`src/rtl/gf180mcu_osu_sc_gp12t3v3__strap_ctrl.sv`:
```
// Serially loaded, lockable tie-high/tie-low strap bank: MSB-first shift into a shadow, COMMIT copies it to Y.
// Latency: Y/DONE one cycle after the accepted COMMIT; no backpressure, BUSY is advisory and LOCK is one-way until RN.
module gf180mcu_osu_sc_gp12t3v3__strap_ctrl #(
  parameter int               WIDTH     = 16,
  parameter logic [WIDTH-1:0] RESET_VAL = {WIDTH{1'b1}}
) (
  input  logic             CLK,
  input  logic             RN,
  input  logic             SI,
  input  logic             SE,
  input  logic             COMMIT,
  input  logic             LOCK,
  output logic [WIDTH-1:0] Y,
  output logic             BUSY,
  output logic             DONE,
  output logic             ERR,
  output logic             LOCKED
);

  localparam int CW = $clog2(WIDTH + 1);
  localparam logic [CW-1:0] CNT_FULL = CW'(WIDTH);

  typedef enum logic [1:0] {
    ST_IDLE,
    ST_SHIFT,
    ST_APPLY,
    ST_LOCKED
  } state_t;

  state_t           state_q, state_d;
  logic [WIDTH-1:0] shadow_q, shadow_d;
  logic [WIDTH-1:0] y_q, y_d;
  logic [CW-1:0]    cnt_q, cnt_d;
  logic             ovf_q, ovf_d;
  logic             lock_pend_q, lock_pend_d;
  logic             busy_q, busy_d;
  logic             done_q, done_d;
  logic             err_q, err_d;
  logic             locked_q, locked_d;
  logic [WIDTH-1:0] shadow_shifted;

  assign shadow_shifted = {shadow_q[WIDTH-2:0], SI};

  always_ff @(posedge CLK or negedge RN) begin
    if (!RN) begin
      state_q     <= ST_IDLE;
      shadow_q    <= '0;
      y_q         <= RESET_VAL;
      cnt_q       <= '0;
      ovf_q       <= 1'b0;
      lock_pend_q <= 1'b0;
      busy_q      <= 1'b0;
      done_q      <= 1'b0;
      err_q       <= 1'b0;
      locked_q    <= 1'b0;
    end else begin
      state_q     <= state_d;
      shadow_q    <= shadow_d;
      y_q         <= y_d;
      cnt_q       <= cnt_d;
      ovf_q       <= ovf_d;
      lock_pend_q <= lock_pend_d;
      busy_q      <= busy_d;
      done_q      <= done_d;
      err_q       <= err_d;
      locked_q    <= locked_d;
    end
  end

  always_comb begin
    state_d     = state_q;
    shadow_d    = shadow_q;
    y_d         = y_q;
    cnt_d       = cnt_q;
    ovf_d       = ovf_q;
    lock_pend_d = lock_pend_q;
    done_d      = 1'b0;
    err_d       = 1'b0;

    case (state_q)
      ST_IDLE: begin
        // A pending lock is honoured ahead of a new shift, like a fresh LOCK.
        if (COMMIT) begin
          err_d       = 1'b1;
          lock_pend_d = lock_pend_q | LOCK;
        end else if (LOCK || lock_pend_q) begin
          state_d = ST_LOCKED;
        end else if (SE) begin
          shadow_d = shadow_shifted;
          cnt_d    = CW'(1);
          state_d  = ST_SHIFT;
        end
      end

      ST_SHIFT: begin
        lock_pend_d = lock_pend_q | LOCK;
        if (COMMIT) begin
          if (!SE && (cnt_q == CNT_FULL) && !ovf_q) begin
            state_d = ST_APPLY;
          end else begin
            err_d   = 1'b1;
            cnt_d   = '0;
            ovf_d   = 1'b0;
            state_d = ST_IDLE;
          end
        end else if (SE) begin
          shadow_d = shadow_shifted;
          if (cnt_q == CNT_FULL) begin
            ovf_d = 1'b1;
          end else begin
            cnt_d = cnt_q + CW'(1);
          end
        end
      end

      ST_APPLY: begin
        y_d         = shadow_q;
        done_d      = 1'b1;
        cnt_d       = '0;
        lock_pend_d = lock_pend_q | LOCK;
        state_d     = lock_pend_q ? ST_LOCKED : ST_IDLE;
      end

      ST_LOCKED: begin
        err_d = COMMIT;
      end

      default: begin
        state_d = ST_IDLE;
      end
    endcase
  end

  assign busy_d   = (state_d == ST_SHIFT) || (state_d == ST_APPLY);
  assign locked_d = (state_q == ST_LOCKED);

  assign Y      = y_q;
  assign BUSY   = busy_q;
  assign DONE   = done_q;
  assign ERR    = err_q;
  assign LOCKED = locked_q;

endmodule

```
`config.mk`:
```
export PLATFORM = sky130hd
export DESIGN_NAME = gf180mcu_osu_sc_gp12t3v3__strap_ctrl
export DESIGN_NICKNAME = d
export VERILOG_FILES = /design/src/rtl/gf180mcu_osu_sc_gp12t3v3__strap_ctrl.sv
export SDC_FILE = /design/constraint.sdc
export NUM_CORES = 1
export LEC_CHECK = 0
export ABC_AREA = 1
export CORE_ASPECT_RATIO = 1.5
export CORE_MARGIN = 4
export CORE_UTILIZATION = 59
export DETAILED_ROUTE_END_ITERATION = 7
export HOLD_SLACK_MARGIN = 0.02
export PLACE_DENSITY = 0.84
export SLEW_MARGIN = 10
export SYNTH_ARGS = -nofsm -noshare
export SYNTH_HDL_FRONTEND = slang
export SYNTH_SLANG_ARGS = --single-unit
```
`constraint.sdc`:
```
create_clock -name CLK -period 4.3 [get_ports CLK]
set_input_delay 0.645 -clock CLK [delete_from_list [all_inputs] [get_ports CLK]]
set_output_delay 0.645 -clock CLK [all_outputs]
set_load 0.05 [all_outputs]
```
## Word-level counts from Yosys, hierarchy flattened

Cells that the tools add are included.

- Add/sub/neg operators: 1
- Order comparisons: 0
- Shifts and indexed selects: 0
- Div/mod/pow operators: 0
- Muxes and demuxes: 31
- Bitwise gates (word level): 1
- Reduce and logical (&&, ||, !) cells: 17
- Multipliers: 0
- Equality and inequality tests: 15

Operators with widths:

| cell | number |
|---|---|
| $mux W16 | 4 |
| $mux W5 | 7 |
| $pmux W16 S2 | 1 |
| $pmux W5 S3 | 1 |
| $mux W2 | 6 |
| $ne A2 B2 Y1 const B | 6 |
| $mux W1 | 9 |
| $ne A3 B3 Y1 const B | 3 |
| $reduce_and A4 Y1 | 2 |
| $reduce_bool A2 Y1 | 4 |
| $reduce_and A7 Y1 | 1 |
| $eq A2 B2 Y1 const B | 3 |
| $pmux W2 S3 | 1 |
| $add A5 B1 Y5 const B | 1 |
| $eq A5 B5 Y1 const B | 1 |
| $eq A2 B1 Y1 const B | 2 |
| $pmux W1 S3 | 1 |
| $reduce_bool A3 Y1 | 1 |
| $logic_and A1 B1 Y1 | 2 |
| $logic_not A1 Y1 | 2 |
| $logic_not A2 Y1 | 1 |
| $logic_or A1 B1 Y1 | 2 |
| $pmux W1 S2 | 1 |
| $reduce_and A2 Y1 | 1 |
| 2 further kinds | 2 |

- Input port bits: 6
- Bits in read-only memories: 0
- Latch bits: 0
- Output and inout bits: 20
- Bits in registers: 45
- Memories: 0
- Memory bits (writable): 0
- Word-level logic and storage cells: 75

## Depth between registers and ports, before layout

- Word-level depth: 8
- Depth in mapped cells: 10
- Depth with buffers taken out: 10

## Worst setup path after synthesis

OpenSTA, ideal clock, no wires.

- Kind: register -> register
- Start point: register state_q[1]
- End point: register shadow_q[6]
- Setup time: 0.117 ns
- Slack: 2.782 ns
- Period minus slack after synthesis: 1.518 ns
- Data arrival time: 1.400 ns
- Buffers on the path: 1
- Data required time: 4.183 ns
- Stages on the path, launching flop included: 9
- Cell sequence: dfrtp_1 > inv_1 > ha_1 > inv_2 > a21oi_4 > nand2_4 > buf_6 > nand2_1 > o21ai_2

- Cells in the longest elaborated chain, start to end: 3
- Elaborated cells on any way between the ends: 8
- Those cells by class: 4 x eq/ne; 1 x mux; 3 x reduce/logical

RTL lines:

| element | line | source |
|---|---|---|
| from (decl) | 30 | `state_t state_q, state_d;` |
| from (signal assigned) | 57 | `state_q <= state_d;` |
| $eq A2 B1 Y1 / $logic_not A2 Y1 (equally long branches) | 80 | `case (state_q)` |
| $ne A2 B2 Y1 (no source line) / $reduce_bool A2 Y1 (equally long branches) | -- |  |
| $reduce_and A4 Y1 (no source line) | -- |  |
| to (signal assigned) | 58 | `shadow_q <= shadow_d;` |
| to (decl) | 31 | `logic [WIDTH-1:0] shadow_q, shadow_d;` |

Parallel ways exist; a longest one is shown, timed or not.
A chain may end at the register's enable or synchronous reset.

## Final worst setup path

- Start point: register y_q[4] (netlist: Y[4])
- End point: output Y[4]

RTL lines:

| element | line | source |
|---|---|---|
| from (decl) | 32 | `logic [WIDTH-1:0] y_q, y_d;` |
| from (signal assigned) | 59 | `y_q <= y_d;` |
| to (decl) | 13 | `output logic [WIDTH-1:0] Y,` |

No word-level cell between the ends.

==> results.md <==
- In the post-synthesis netlist, the cell with the most instances is sky130_fd_sc_hd__nand2_1.
- The critical path goes through clkdlybuf4s50_1.
- The average detailed-routed wire length per instance is approximately 13 µm.
- Compared with the post-synthesis result, the final layout area differs by 17.1%.
- The mapped netlist covers roughly 2100 µm².
- The kind of end point of the critical path is a primary output.
- The number of cells on the worst reg-to-reg path is 8.
- For this block, the initial DRC count from the detailed router was 80.
- The clock net in this run drives a total of 45 sinks.
- TritonCTS built the clock tree.
- The core region is 3420 µm².
- For this run the aggregate overflow at the end of global routing stands at 0.
- Once layout is complete, the cells apart from fillers number 295.
- Measured along the y axis, the die boundary spans 81.2 µm.
- The worst-case IR drop observed on VDD is 0.000555 V.
- The max-slew violation total from the final report came to 0.
- The fraction of final layout cells sized beyond drive strength 1 is approximately 19%.
- The kind of launch point of the worst setup path is a register.
- The synthesized area per cell is a little over 9 µm².
- Once detailed placement completed, the half-perimeter wirelength came to 2730 µm.
- The mean number of vias per cell is 5.35.
- The largest total area in the synthesized netlist belongs to sky130_fd_sc_hd__dfrtp_1.
- The delay of the slowest cell on the worst path is 0.79 ns.
- In this run, CTS created clock tree buffers numbering 5.
- The final layout contains routed wiring with a total length of 3930 µm.
- The worst hold path class is input pin to async pin.
- The number of hold-repair buffers added at the cts stage is 0.
- The worst slack at placement is 2.03 ns.
- The yosys synthesis warning count is 0.
- The mux contribution to synthesized area is 4.81%.
- The critical path required time is 3.65 ns.
- The register area share after synthesis is approximately 54%.
- The first global-routing pass estimated ~6600 µm of wire.
- The distinct cell type count after synthesis is 24.
- The count of nets left with antenna violations once routing finished came out at 0.
- The most used flip-flop cell after synthesis is sky130_fd_sc_hd__dfrtp_1.
- The count of antenna diodes in the layout is 0.
- Summing over every cut layer, the via total after detailed routing is approximately 1600.
- The maximum number of pins on one net before global-route repair is 46.
- The die covers 4610 µm².
- The commonest cells after synthesis are sky130_fd_sc_hd__nand2_1 (62), sky130_fd_sc_hd__dfrtp_1 (29), sky130_fd_sc_hd__nor2_1 (22).
- The via count of the first global-routing pass is 1468.
- The number of endpoints with negative hold slack in the final report was 0.
- By area the synthesized netlist is led by sky130_fd_sc_hd__dfrtp_1 (34%), sky130_fd_sc_hd__dfstp_2 (20%), sky130_fd_sc_hd__nand2_1 (11%).
- When the netlist entered floorplanning its net count stood at 239.
- The synthesized design contains 0 enable-type register cells.
- In the final timing run, aggregate negative setup slack is 0 ns.
- The critical path start-end classification is register to primary output.
- The cell depth of the worst setup path is 1.
- The endpoint arrival time on the critical path is 1.63 ns.
- The remaining max-slew budget at the tightest pin is 31.1%.
- Gates resized during post-CTS repair numbered 0.
- The cell count after synthesis came out at 227.
- During placement, the flow inserted port buffers numbering 25.
- The share of the synthesized netlist area taken by xor and xnor gates is 0%.
- The maximum fanout count along the critical path is 2.
- The area fraction in and, or, nand and nor cells after synthesis is between 20% and 30%.
- Setup repair after global routing left no endpoint under its margin.
- The complex-gate fraction of the synthesized area is 8.14%.
- Max-cap violations in this run came to 0.
- The post-route fraction of the period consumed by the critical path is 52.9%.
- The worst clock skew on the final layout is ~0.0066 ns.
- The weighted congestion at the end of routability-driven global placement is 0.887.
- The worst hold slack is between 0.4 and 0.5 ns.
- The global routing usage summed across all routing layers is approximately a fifth.
- Of the total synthesized cell area, the portion taken by full adders, half adders and majority gates is 3.57%.
- The standard cell with the maximum stage delay on the critical path is sky130_fd_sc_hd__clkdlybuf4s50_1.
- The cell sitting at the root of the clock tree is a sky130_fd_sc_hd__clkbuf_8.
- The dominant combinational cell family by area after synthesis is simple AND/OR/NAND/NOR gates.
- The count of buffers added by post-CTS timing repair for setup is 0.
- For this run, asynchronously set or reset flops after synthesis account for 100%.
- For met1 alone, demand over resource in global routing was between 20% and 30%.
- The number of buffers and inverters on the critical path is 1.
- For this run, the post-layout net count is 265.
- After clock tree synthesis, the clock-pin slew on the worst setup and hold paths is 0.08 ns.
- The met2 demand-to-capacity share in global routing is 32.4%.
- Including well taps, the total number of placed cells is 288.
- The total power density per cell area is between 800 and 900 nW/µm².
- The number of remaining DRC errors is 0.
- The static leakage power is 1.21 nW.
- The top cell type by area accounts for 34.5% of the synthesized area.
- For this run, the top clock speed supported by timing is ~0.44 GHz.
- The met3 track demand over resource in global routing is 5.72%.
- The clock period minus final worst setup slack is 2.28 ns.
- The initial core utilization is between 60% and 70%.
- Counting flops and latches in the post-synthesis netlist gives 45.
- The initial antenna violation count is 0.
- The maximum clock path buffer count is 2.
- For this design the top-level I/O count stands at 26.
- The die is 56.8 µm wide.
- The worst setup slack after layout is 2.02 ns.
- The peak-usage layer in the global routing report is met2.
- At the pin with the least slew margin, the transition time is between 1 and 1.5 ns.
- Power comes to 0.00208 W.
- Before antenna repair, the detailed router went through 4 iterations.
- The number of core rows is 26.
- The final setup violation count is 0.
- The count of filler cells inserted in the layout is 261.
- The H-tree level count is 2.
- The later pin in the worst-skew pair is clocked with a latency of 0.30 ns.
- Grouping stages by cell kind, the critical path spends the most delay in buffers and inverters.
- The run finished with clean final reports.
## final cells by class
cell class | instances | area [µm²] | area share [%]
Clock buffer | 5 | 68.8 | 2.79
Clock inverter | 2 | 35.0 | 1.42
Inverter | 24 | 90.1 | 3.65
Multi-Input combinational cell | 152 | 828 | 33.6
Sequential cell | 45 | 1150 | 46.5
Tap cell | 42 | 52.6 | 2.13
Timing Repair Buffer | 25 | 245 | 9.94
## flip-flops by register name, indices dropped and copies added, names as in the netlist
signal	cells
ovf_q	1
cnt_q	5
lock_pend_q	1
ERR	1
Y	16
BUSY	1
shadow_q	16
DONE	1
LOCKED	1
state_q	2
## cells by family after synthesis
family | after synthesis
and+or+nand+nor | 112
DFF | 45
buffers and inverters | 30
AOI/OAI and AO/OA | 25
muxes | 9
adders and majority gates | 6
## report_power, final
part | switching (W) | internal (W) | total [W]
registers | 0.000101 | 0.000638 | 0.000739
logic | 0.000698 | 0.000340 | 0.00104
clock network | 0.000138 | 0.000169 | 0.000307
## per-stage QoR
stage / util (%) / cell area (µm²)
CTS: 72.2 / 2470
global route: 72.2 / 2470
floorplan: - / 2110
finish: 72.2 / 2470
detailed placement: 69.2 / 2360
global placement: 69.2 / 2360
## worst reg2reg max path: stages, from the launching register on
cell                      delay (ns)
sky130_fd_sc_hd__dfrtp_1        0.43
sky130_fd_sc_hd__inv_1          0.11
sky130_fd_sc_hd__ha_1           0.84
sky130_fd_sc_hd__nand2_1        0.11
sky130_fd_sc_hd__nand2_1        0.13
sky130_fd_sc_hd__nand2_1        0.07
sky130_fd_sc_hd__nand3_1        0.10
sky130_fd_sc_hd__nand2_1        0.05
sky130_fd_sc_hd__nand2_1        0.05
## cells in the final DEF (no fill, tap or decap), types with 2 or more instances in the layout
| cell type | n |
|---|---|
| sky130_fd_sc_hd__o21ai_2 | 7 |
| sky130_fd_sc_hd__clkbuf_8 | 5 |
| sky130_fd_sc_hd__dfstp_2 | 16 |
| sky130_fd_sc_hd__dfrtp_1 | 29 |
| sky130_fd_sc_hd__ha_1 | 6 |
| sky130_fd_sc_hd__a21oi_2 | 2 |
| sky130_fd_sc_hd__nand4_1 | 7 |
| sky130_fd_sc_hd__nand2_1 | 62 |
| sky130_fd_sc_hd__nand3_1 | 16 |
| sky130_fd_sc_hd__a21oi_1 | 11 |
| sky130_fd_sc_hd__nor2_1 | 22 |
| sky130_fd_sc_hd__mux2_2 | 9 |
| sky130_fd_sc_hd__inv_1 | 21 |
| sky130_fd_sc_hd__clkdlybuf4s50_1 | 24 |
| sky130_fd_sc_hd__nand2_4 | 2 |
| sky130_fd_sc_hd__inv_2 | 3 |
| sky130_fd_sc_hd__o21ai_0 | 3 |
## final timing paths
check,start,end,slack (ns)
worst max register to register,state_q[0],BUSY,2.34
max in group asynchronous,RN,ERR,3.24
worst min register to register,Y[14],Y[14],0.49
worst max-delay path,Y[4],Y[4],2.02
min in group CLK,Y[14],Y[14],0.49
worst min-delay path,RN,shadow_q[5],0.49
## per-layer routing
metal / share of wire [%] / routed length (µm)
met1: 41 / 1600
met2: 53 / 2070
met3: 4.9 / 193
met4: 1.8 / 70
met5: 0 / 0
No activity file was read; power rests on OpenSTA's default activity.
